$ cat config.mk
export PLATFORM = sky130hd
export DESIGN_NAME = alu_unit
export DESIGN_NICKNAME = d
export VERILOG_FILES = /design/src/rtl/alu_pkg.sv /design/src/rtl/alu_mul_seq.sv /design/src/rtl/alu_unit.sv
export SDC_FILE = /design/constraint.sdc
export NUM_CORES = 1
export LEC_CHECK = 0
export CAP_MARGIN = 20
export CORE_MARGIN = 1.5
export CORE_UTILIZATION = 53
export CTS_BUF_LIST = sky130_fd_sc_hd__clkbuf_16
export DETAILED_ROUTE_END_ITERATION = 7
export PLACE_DENSITY = 0.92
export SLEW_MARGIN = 0
export SYNTH_ARGS = -nofsm -noshare
export SYNTH_HDL_FRONTEND = slang
export SYNTH_SLANG_ARGS = --single-unit
$ cat constraint.sdc
create_clock -name clk -period 2 [get_ports clk]
set_clock_uncertainty 0.2 [all_clocks]
set_input_delay 0.4 -clock clk [delete_from_list [all_inputs] [get_ports clk]]
set_output_delay 0.4 -clock clk [all_outputs]
set_load 0.02 [all_outputs]
$ cat src/rtl/alu_pkg.sv
// =============================================================================
//  Module   : alu_pkg
//  Brief    : Shared constants for the ALU: default width, op codes and FSM
//             state encoding.
//  Revision : 1.0 - initial release
// =============================================================================
`default_nettype none

package alu_pkg;

    localparam int ALU_WIDTH = 8;

    localparam logic [2:0] OP_ADD = 3'b000;
    localparam logic [2:0] OP_SUB = 3'b001;
    localparam logic [2:0] OP_AND = 3'b010;
    localparam logic [2:0] OP_OR  = 3'b011;
    localparam logic [2:0] OP_NOT = 3'b100;
    localparam logic [2:0] OP_SHL = 3'b101;
    localparam logic [2:0] OP_SHR = 3'b110;
    localparam logic [2:0] OP_MUL = 3'b111;

    localparam logic [1:0] ST_IDLE = 2'd0;
    localparam logic [1:0] ST_MUL  = 2'd1;
    localparam logic [1:0] ST_DONE = 2'd2;

endpackage

`default_nettype wire

$ cat src/rtl/alu_mul_seq.sv
// =============================================================================
//  Module   : alu_mul_seq
//  Brief    : Sequential shift-add multiplier, one partial product per cycle,
//             WIDTH cycles per operation. done flags the final step, during
//             which product already carries the complete 2*WIDTH result.
//  Revision : 1.0 - initial release
// =============================================================================
`default_nettype none

module alu_mul_seq #(
    parameter int WIDTH = 8
) (
    input  logic               clk,
    input  logic               rst_n,
    input  logic               start,
    input  logic [WIDTH-1:0]   a,
    input  logic [WIDTH-1:0]   b,
    output logic               busy,
    output logic               done,
    output logic [2*WIDTH-1:0] product
);

    localparam int               CNT_W = (WIDTH > 1) ? $clog2(WIDTH) : 1;
    localparam logic [CNT_W-1:0] LAST  = CNT_W'(WIDTH - 1);

    logic                busy_q,   busy_d;
    logic [CNT_W-1:0]    cnt_q,    cnt_d;
    logic [2*WIDTH-1:0]  acc_q,    acc_d;
    logic [2*WIDTH-1:0]  mcand_q,  mcand_d;
    logic [WIDTH-1:0]    mplier_q, mplier_d;
    logic [2*WIDTH-1:0]  acc_step;

    always_comb begin
        acc_step = acc_q + (mplier_q[0] ? mcand_q : '0);
        busy_d   = busy_q;
        cnt_d    = cnt_q;
        acc_d    = acc_q;
        mcand_d  = mcand_q;
        mplier_d = mplier_q;
        if (!busy_q) begin
            if (start) begin
                busy_d   = 1'b1;
                cnt_d    = '0;
                acc_d    = '0;
                mcand_d  = {{WIDTH{1'b0}}, a};
                mplier_d = b;
            end
        end else begin
            acc_d    = acc_step;
            mcand_d  = mcand_q << 1;
            mplier_d = mplier_q >> 1;
            cnt_d    = cnt_q + 1'b1;
            if (cnt_q == LAST) begin
                busy_d = 1'b0;
            end
        end
    end

    always_ff @(posedge clk or negedge rst_n) begin
        if (!rst_n) begin
            busy_q   <= 1'b0;
            cnt_q    <= '0;
            acc_q    <= '0;
            mcand_q  <= '0;
            mplier_q <= '0;
        end else begin
            busy_q   <= busy_d;
            cnt_q    <= cnt_d;
            acc_q    <= acc_d;
            mcand_q  <= mcand_d;
            mplier_q <= mplier_d;
        end
    end

    assign busy    = busy_q;
    assign done    = busy_q && (cnt_q == LAST);
    assign product = acc_step;

endmodule

`default_nettype wire

$ cat src/rtl/alu_unit.sv
// =============================================================================
//  Module   : alu_unit
//  Brief    : Register-group ALU with IDLE/MUL/DONE control FSM, registered
//             result and C/Z flags. Macro ALU_MUL_EN enables the sequential
//             multiplier for op 111; otherwise op 111 is a pass-through of d.
//  Revision : 1.0 - initial release
// =============================================================================
`default_nettype none

module alu_unit
    import alu_pkg::*;
#(
    parameter int WIDTH = ALU_WIDTH
) (
    input  logic             clk,
    input  logic             rst_n,
    input  logic             start,
    input  logic [2:0]       op,
    input  logic [WIDTH-1:0] s,
    input  logic [WIDTH-1:0] d,
    output logic [WIDTH-1:0] result,
    output logic             we_n,
    output logic             busy,
    output logic             done,
    output logic             c_flag,
    output logic             z_flag
);

    logic [1:0]       state_q,  state_d;
    logic [WIDTH-1:0] result_q, result_d;
    logic             c_flag_q, c_flag_d;
    logic             z_flag_q, z_flag_d;

    logic [WIDTH:0]   alu_sum;
    logic [WIDTH:0]   alu_diff;
    logic [WIDTH-1:0] alu_res;
    logic             alu_c;
    logic             alu_upd;
    logic             is_mul;
    logic             load_single;

`ifdef ALU_MUL_EN
    logic               mul_start;
    logic               mul_busy;
    logic               mul_done;
    logic [2*WIDTH-1:0] mul_product;

    assign is_mul    = (op == OP_MUL);
    assign mul_start = (state_q == ST_IDLE) && start && is_mul;

    alu_mul_seq #(
        .WIDTH   (WIDTH)
    ) u_mul (
        .clk     (clk),
        .rst_n   (rst_n),
        .start   (mul_start),
        .a       (d),
        .b       (s),
        .busy    (mul_busy),
        .done    (mul_done),
        .product (mul_product)
    );
`else
    assign is_mul = 1'b0;
`endif

    assign load_single = (state_q == ST_IDLE) && start && !is_mul;

    // Single-cycle datapath; the extra MSB of sum/diff is carry/borrow.
    always_comb begin
        alu_sum  = {1'b0, d} + {1'b0, s};
        alu_diff = {1'b0, d} - {1'b0, s};
        alu_res  = d;
        alu_c    = 1'b0;
        alu_upd  = 1'b1;
        case (op)
            OP_ADD:  begin alu_res = alu_sum[WIDTH-1:0];  alu_c = alu_sum[WIDTH];  end
            OP_SUB:  begin alu_res = alu_diff[WIDTH-1:0]; alu_c = alu_diff[WIDTH]; end
            OP_AND:  alu_res = d & s;
            OP_OR:   alu_res = d | s;
            OP_NOT:  alu_res = ~d;
            OP_SHL:  begin alu_res = d << 1; alu_c = d[WIDTH-1]; end
            OP_SHR:  begin alu_res = d >> 1; alu_c = d[0];       end
            default: alu_upd = 1'b0;
        endcase
    end

    always_ff @(posedge clk or negedge rst_n) begin
        if (!rst_n) begin
            state_q  <= ST_IDLE;
            result_q <= '0;
            c_flag_q <= 1'b0;
            z_flag_q <= 1'b0;
        end else begin
            state_q  <= state_d;
            result_q <= result_d;
            c_flag_q <= c_flag_d;
            z_flag_q <= z_flag_d;
        end
    end

    always_comb begin
        state_d = state_q;
        case (state_q)
            ST_IDLE: begin
                if (start) begin
                    state_d = is_mul ? ST_MUL : ST_DONE;
                end
            end
`ifdef ALU_MUL_EN
            ST_MUL: begin
                // Falling out of MUL without a done step means the multiplier lost track; recover to IDLE.
                if (mul_done) begin
                    state_d = ST_DONE;
                end else if (!mul_busy) begin
                    state_d = ST_IDLE;
                end
            end
`endif
            default: state_d = ST_IDLE;
        endcase
    end

    // Result and flags only change on the edge that enters DONE.
    always_comb begin
        result_d = result_q;
        c_flag_d = c_flag_q;
        z_flag_d = z_flag_q;
        if (load_single) begin
            result_d = alu_res;
            if (alu_upd) begin
                c_flag_d = alu_c;
                z_flag_d = (alu_res == '0);
            end
        end
`ifdef ALU_MUL_EN
        if ((state_q == ST_MUL) && mul_done) begin
            result_d = mul_product[WIDTH-1:0];
            c_flag_d = |mul_product[2*WIDTH-1:WIDTH];
            z_flag_d = (mul_product[WIDTH-1:0] == '0);
        end
`endif
    end

    always_comb begin
        busy   = (state_q != ST_IDLE);
        done   = (state_q == ST_DONE);
        we_n   = (state_q != ST_DONE);
        result = result_q;
        c_flag = c_flag_q;
        z_flag = z_flag_q;
    end

endmodule

`default_nettype wire
==> impl_results.md, run 1 <==
* Status: did not finish
* Exit stage: 4_1_cts
* Err: [ERROR DPL-0033] detailed placement checks failed during check placement.
* RePlAce Congestion at approximately 0.98
* Num CTS Buffers at 3
* Placed cell count at around 390
* Port buffer count at 34
* Area after DPL at 0.002860 sq mm
* CTS max path bufs at 2
* Resized Gates After CTS at between 100 and 150
* # hold bufs at CTS at 0
* Die width at 62.41 um
* Post-Syn Nets at 299
* Mapped Cells at between 200 and 300
* Syn avg cell area at 7.452 sq um
* Mapped Area at ~0.0019 sq mm
* Pre-CTS WS at -1.239 ns
* Die height at 62.41 um
* I/O pin count at 35
* Cell taking the most area after synthesis: ha_1
* Primary FF master, synth: dfrtp_1
* H-tree Lvls at 1
* Initial Util at 0.5562
* Sequential area share after synthesis at 0.1472
* EDFF count, synth at 0
* Hpwl dp at roughly 5800 um
* Core Rows at 21
* Netlist cell types at between 50 and 60
* Ys Warns at 0
* Async SR Flop Fraction at 1.000
* Main area contributors after synthesis: ha_1 16%, dfrtp_1 15%, inv_1 5.4%
* #FFs+latches synth at 11
* Share of the synthesized area in the top cell type at 0.1605
* Clk sinks at 11
* CTS Root Cell: clkbuf_16
* # Post-CTS Setup Buffers at 9
==> through the flow <==
stage	util	setup TNS (ns)
after floorplan	-	-1.753
after global placement	0.8504	-8.119
after detailed placement	0.8504	-9.425
==> kinds of logic after synthesis <==
| family | Yosys count | synth area share |
|---|---|---|
| AO/OA/AOI/OAI | 72 | 0.2809 |
| XOR/XNOR | 7 | 0.03278 |
| adder cells (fa/ha/maj) | 26 | 0.1819 |
| buffers and inverters | 41 | 0.09632 |
| flip-flops | 11 | 0.1472 |
| multiplexers | 3 | 0.01806 |
| AND/OR/NAND/NOR | 91 | 0.2428 |
==> synthesized netlist by cell type (all sizes together), types with 5 or more instances <==
| master | count |
|---|---|
| buf | 10 |
| a31oi | 5 |
| nand2 | 25 |
| nor2 | 24 |
| o21ai | 16 |
| ha | 24 |
| a21oi | 15 |
| a221o | 6 |
| nand2b | 10 |
| nor2b | 5 |
| dfrtp | 11 |
| inv | 29 |
==> run 2: changes to the inputs <==
--- a/config.mk
+++ b/config.mk
@@ -7,10 +7,9 @@
 export LEC_CHECK = 0
 export CAP_MARGIN = 20
 export CORE_MARGIN = 1.5
-export CORE_UTILIZATION = 53
-export CTS_BUF_LIST = sky130_fd_sc_hd__clkbuf_16
+export CORE_UTILIZATION = 40
 export DETAILED_ROUTE_END_ITERATION = 7
-export PLACE_DENSITY = 0.92
+export PLACE_DENSITY_LB_ADDON = 0.15
 export SLEW_MARGIN = 0
 export SYNTH_ARGS = -nofsm -noshare
 export SYNTH_HDL_FRONTEND = slang
==> run 2 against run 1 <==
The flow now finishes, with violations (setup timing). Synthesized area stayed put. Synthesized cell count did not move.
==> impl_results.md, run 2 <==
* Status: complete, but fails checks
* Failing checks: setup timing
* # DRC at 0
* Crit path max fanout at 2
* Hold Violations, Final at 0
* Reg2reg end: z_flag
* Vias in the first global route at 2292
* Slew Limit Headroom at 0.6807
* Hold Path Sink: result[4]
* Worst R2R Path Depth at 7
* Placed cell count at between 400 and 500
* CTS Root Cell: clkbuf_8
* Leak at between 1.5 and 2 nW
* PwrDens at between 400 and 500 mW/mm^2
* Layout fillers at ~360
* Main area contributors after synthesis: ha_1 16%, dfrtp_1 15%, inv_1 5.4%
* CTS max path bufs at 2
* DRT Pass-1 Iters at 4
* Reg2Reg Setup Slack at approximately 0.42 ns
* Die width at 71.39 um
* Mapped Area at around 0.0019 sq mm
* Most frequent cell after synthesis: inv_1
* Antenna Diode Count at 0
* Netlist cell types at 52
* Wirelength per Cell at 15.76 um
* Max FFs per register at 8
* Initial DRC count at 121
* RePlAce Congestion at between 0.9 and 1
* Reg2reg start: state_q[1]
* GRT Residual Overflow at 0
* Max IR drop VDD at between 0.2 and 0.25 mV
* Clock latency on the worst-skew pair at about 0.24 ns
* I/O pin count at 35
* First-pass GRT wire length at 10680 um
* EDFF count, synth at 0
* Layout Cells excl Fill at 423
* Initial antenna violation count at 0
* Critical Path RT at 1.92 ns
* Slew at the pin closest to its max-slew limit at ~0.48 ns
* MaxCap Viol Count at 0
* Final #Nets at 420
* Initial Util at 0.4238
* Sequential area share after synthesis at 0.1472
* Clk sinks at 11
* RSZ-0062 raised after global routing: true
* F_max at around 410 MHz
* Most frequent cells in the layout: 84 x buf_4, 24 x nand2_1, 20 x nor2_1, 16 x clkdlybuf4s50_1
* Vias at 2299
* Total Power at 1.387 mW
* Final Slew Violations at 0
* Ys Warns at 0
* Die height at roughly 71 um
* Commonest non-fill, non-tap cell in the layout: buf_4
* Post-route ant nets at 0
* H-tree Lvls at 1
* Clock-pin slew on the worst setup and hold paths at ~0.05 ns
* Via/cell ratio at roughly 5.4
* Critical path class: primary input to flip-flop
* Most instantiated cells after synthesis: 27 x inv_1, 25 x nand2_1, 24 x ha_1, 24 x nor2_1, 15 x a21oi_1
* Core Rows at 24
* CTS tree: built
* Port buffer count at 34
* #FFs+latches synth at 11
* Final worst slack at -0.4502 ns
* Syn-to-layout area delta at 76.12%
* Final setup vio count at 6
* Startpoint class of the critical path: primary input
* Mapped Cells at about 250
* Syn avg cell area at between 7 and 8 sq um
* Share of cells above drive strength 1 at 0.4663
* Kind of end point of the critical path: flip-flop
* Min-delay src: result[4]
* Detailed Route WL at 6666 um
* Crit path arrival time at roughly 2.4 ns
* Post-route minimum period at roughly 2.5 ns
* Global-route usage over all layers at 0.2642
* Hold Path Class: flip-flop to flip-flop
* Hold path cells at 2
* Post-Syn Nets at around 300
* Final worst-path cycle share at 1.225
* Die ar. at around 0.0051 sq mm
* Async SR Flop Fraction at 1.000
* Largest net degree at the start of global routing at 14
* Primary FF master, synth: dfrtp_1
* Num CTS Buffers at 3
* Cell taking the most area after synthesis: ha_1
* Core area at around 0.0044 sq mm
* # hold bufs at CTS at 0
* Share of the synthesized area in the top cell type at 0.1605
* Hpwl dp at between 4000 and 5000 um
## run 2: cell type report
| class | count | area, sq um | share of cell area |
|---|---|---|---|
| repair buffers | 128 | 1087 | 0.3300 |
| multi-input cells | 199 | 1709 | 0.5188 |
| flip-flops and latches | 11 | 275.3 | 0.08355 |
| inverters | 29 | 112.6 | 0.03418 |
| clock buffers | 4 | 45.04 | 0.01367 |
| well taps | 52 | 65.06 | 0.01975 |
## run 2: power by group
part           switching [mW]  internal, mW  total (mW)  leakage, nW
combinational           0.420         0.460       0.881         1.36
sequential             0.0220         0.261       0.283        0.137
clock                  0.0837         0.140       0.224       0.0228
total                   0.526         0.861        1.39         1.52
## run 2: repair_timing
item / CTS / global route
hold endpoints to repair: 0 / 0
setup buffers: 6 / 4
endpoints found under the setup margin: 10 / 10
resized for setup: 95 / 24
pin swaps: 38 / 14
gates cloned: 1 / 1
## run 2: critical path, cell delays in order
cell and delay [ns]:
buf_8 0.10, buf_6 0.11, ha_4 0.16, inv_2 0.05
fa_2 0.20, nand2b_1 0.07, a21oi_2 0.19, buf_4 0.14
a21oi_2 0.04, o21bai_1 0.20, nor2_1 0.06, o41a_1 0.38
mux2_4 0.28
## run 2: kinds of logic (layout without fill, tap and decap cells)
family / count (synthesis) / after routing / share of synthesized area
multiplexers: 3 / 3 / 0.01806
AO/OA/AOI/OAI: 72 / 72 / 0.2809
flip-flops: 11 / 11 / 0.1472
XOR/XNOR: 7 / 7 / 0.03278
AND/OR/NAND/NOR: 91 / 91 / 0.2428
buffers and inverters: 41 / 161 / 0.09632
adder cells (fa/ha/maj): 26 / 26 / 0.1819
## run 2: per-layer routing
layer	wire, um	track usage
met2	3418	0.4650
met4	179	0.1069
met5	0	0
met3	311	0.01969
met1	2756	0.3333
## run 2: worst max path at each step
stage,from,endpoint,slack (ns),cells after the start
floorplan,s[1],result[7],-0.42,9
global placement,s[1],z_flag,-1.10,10
detailed placement,s[1],result[7],-1.17,10
CTS,d[0],z_flag,-0.50,11
global route,s[0],z_flag,-0.54,13
finish,s[0],result[6],-0.45,13
## run 2: stage by stage
stage	utilization	worst slack, ns	hold WS, ns	instance area (sq um)	setup TNS (ns)
2_1_floorplan	-	-0.4157	-0.09559	1969	-1.753
3_3_place_gp	0.6621	-1.105	0.2602	2923	-8.483
3_5_place_dp	0.6621	-1.170	0.2759	2923	-8.865
4_1_cts	0.7319	-0.4971	0.2795	3231	-1.962
5_1_grt	0.7463	-0.5411	0.3068	3294	-2.645
6_report	0.7463	-0.4502	0.2739	3294	-2.056
Note: power is estimated with default switching activity, not from simulation.
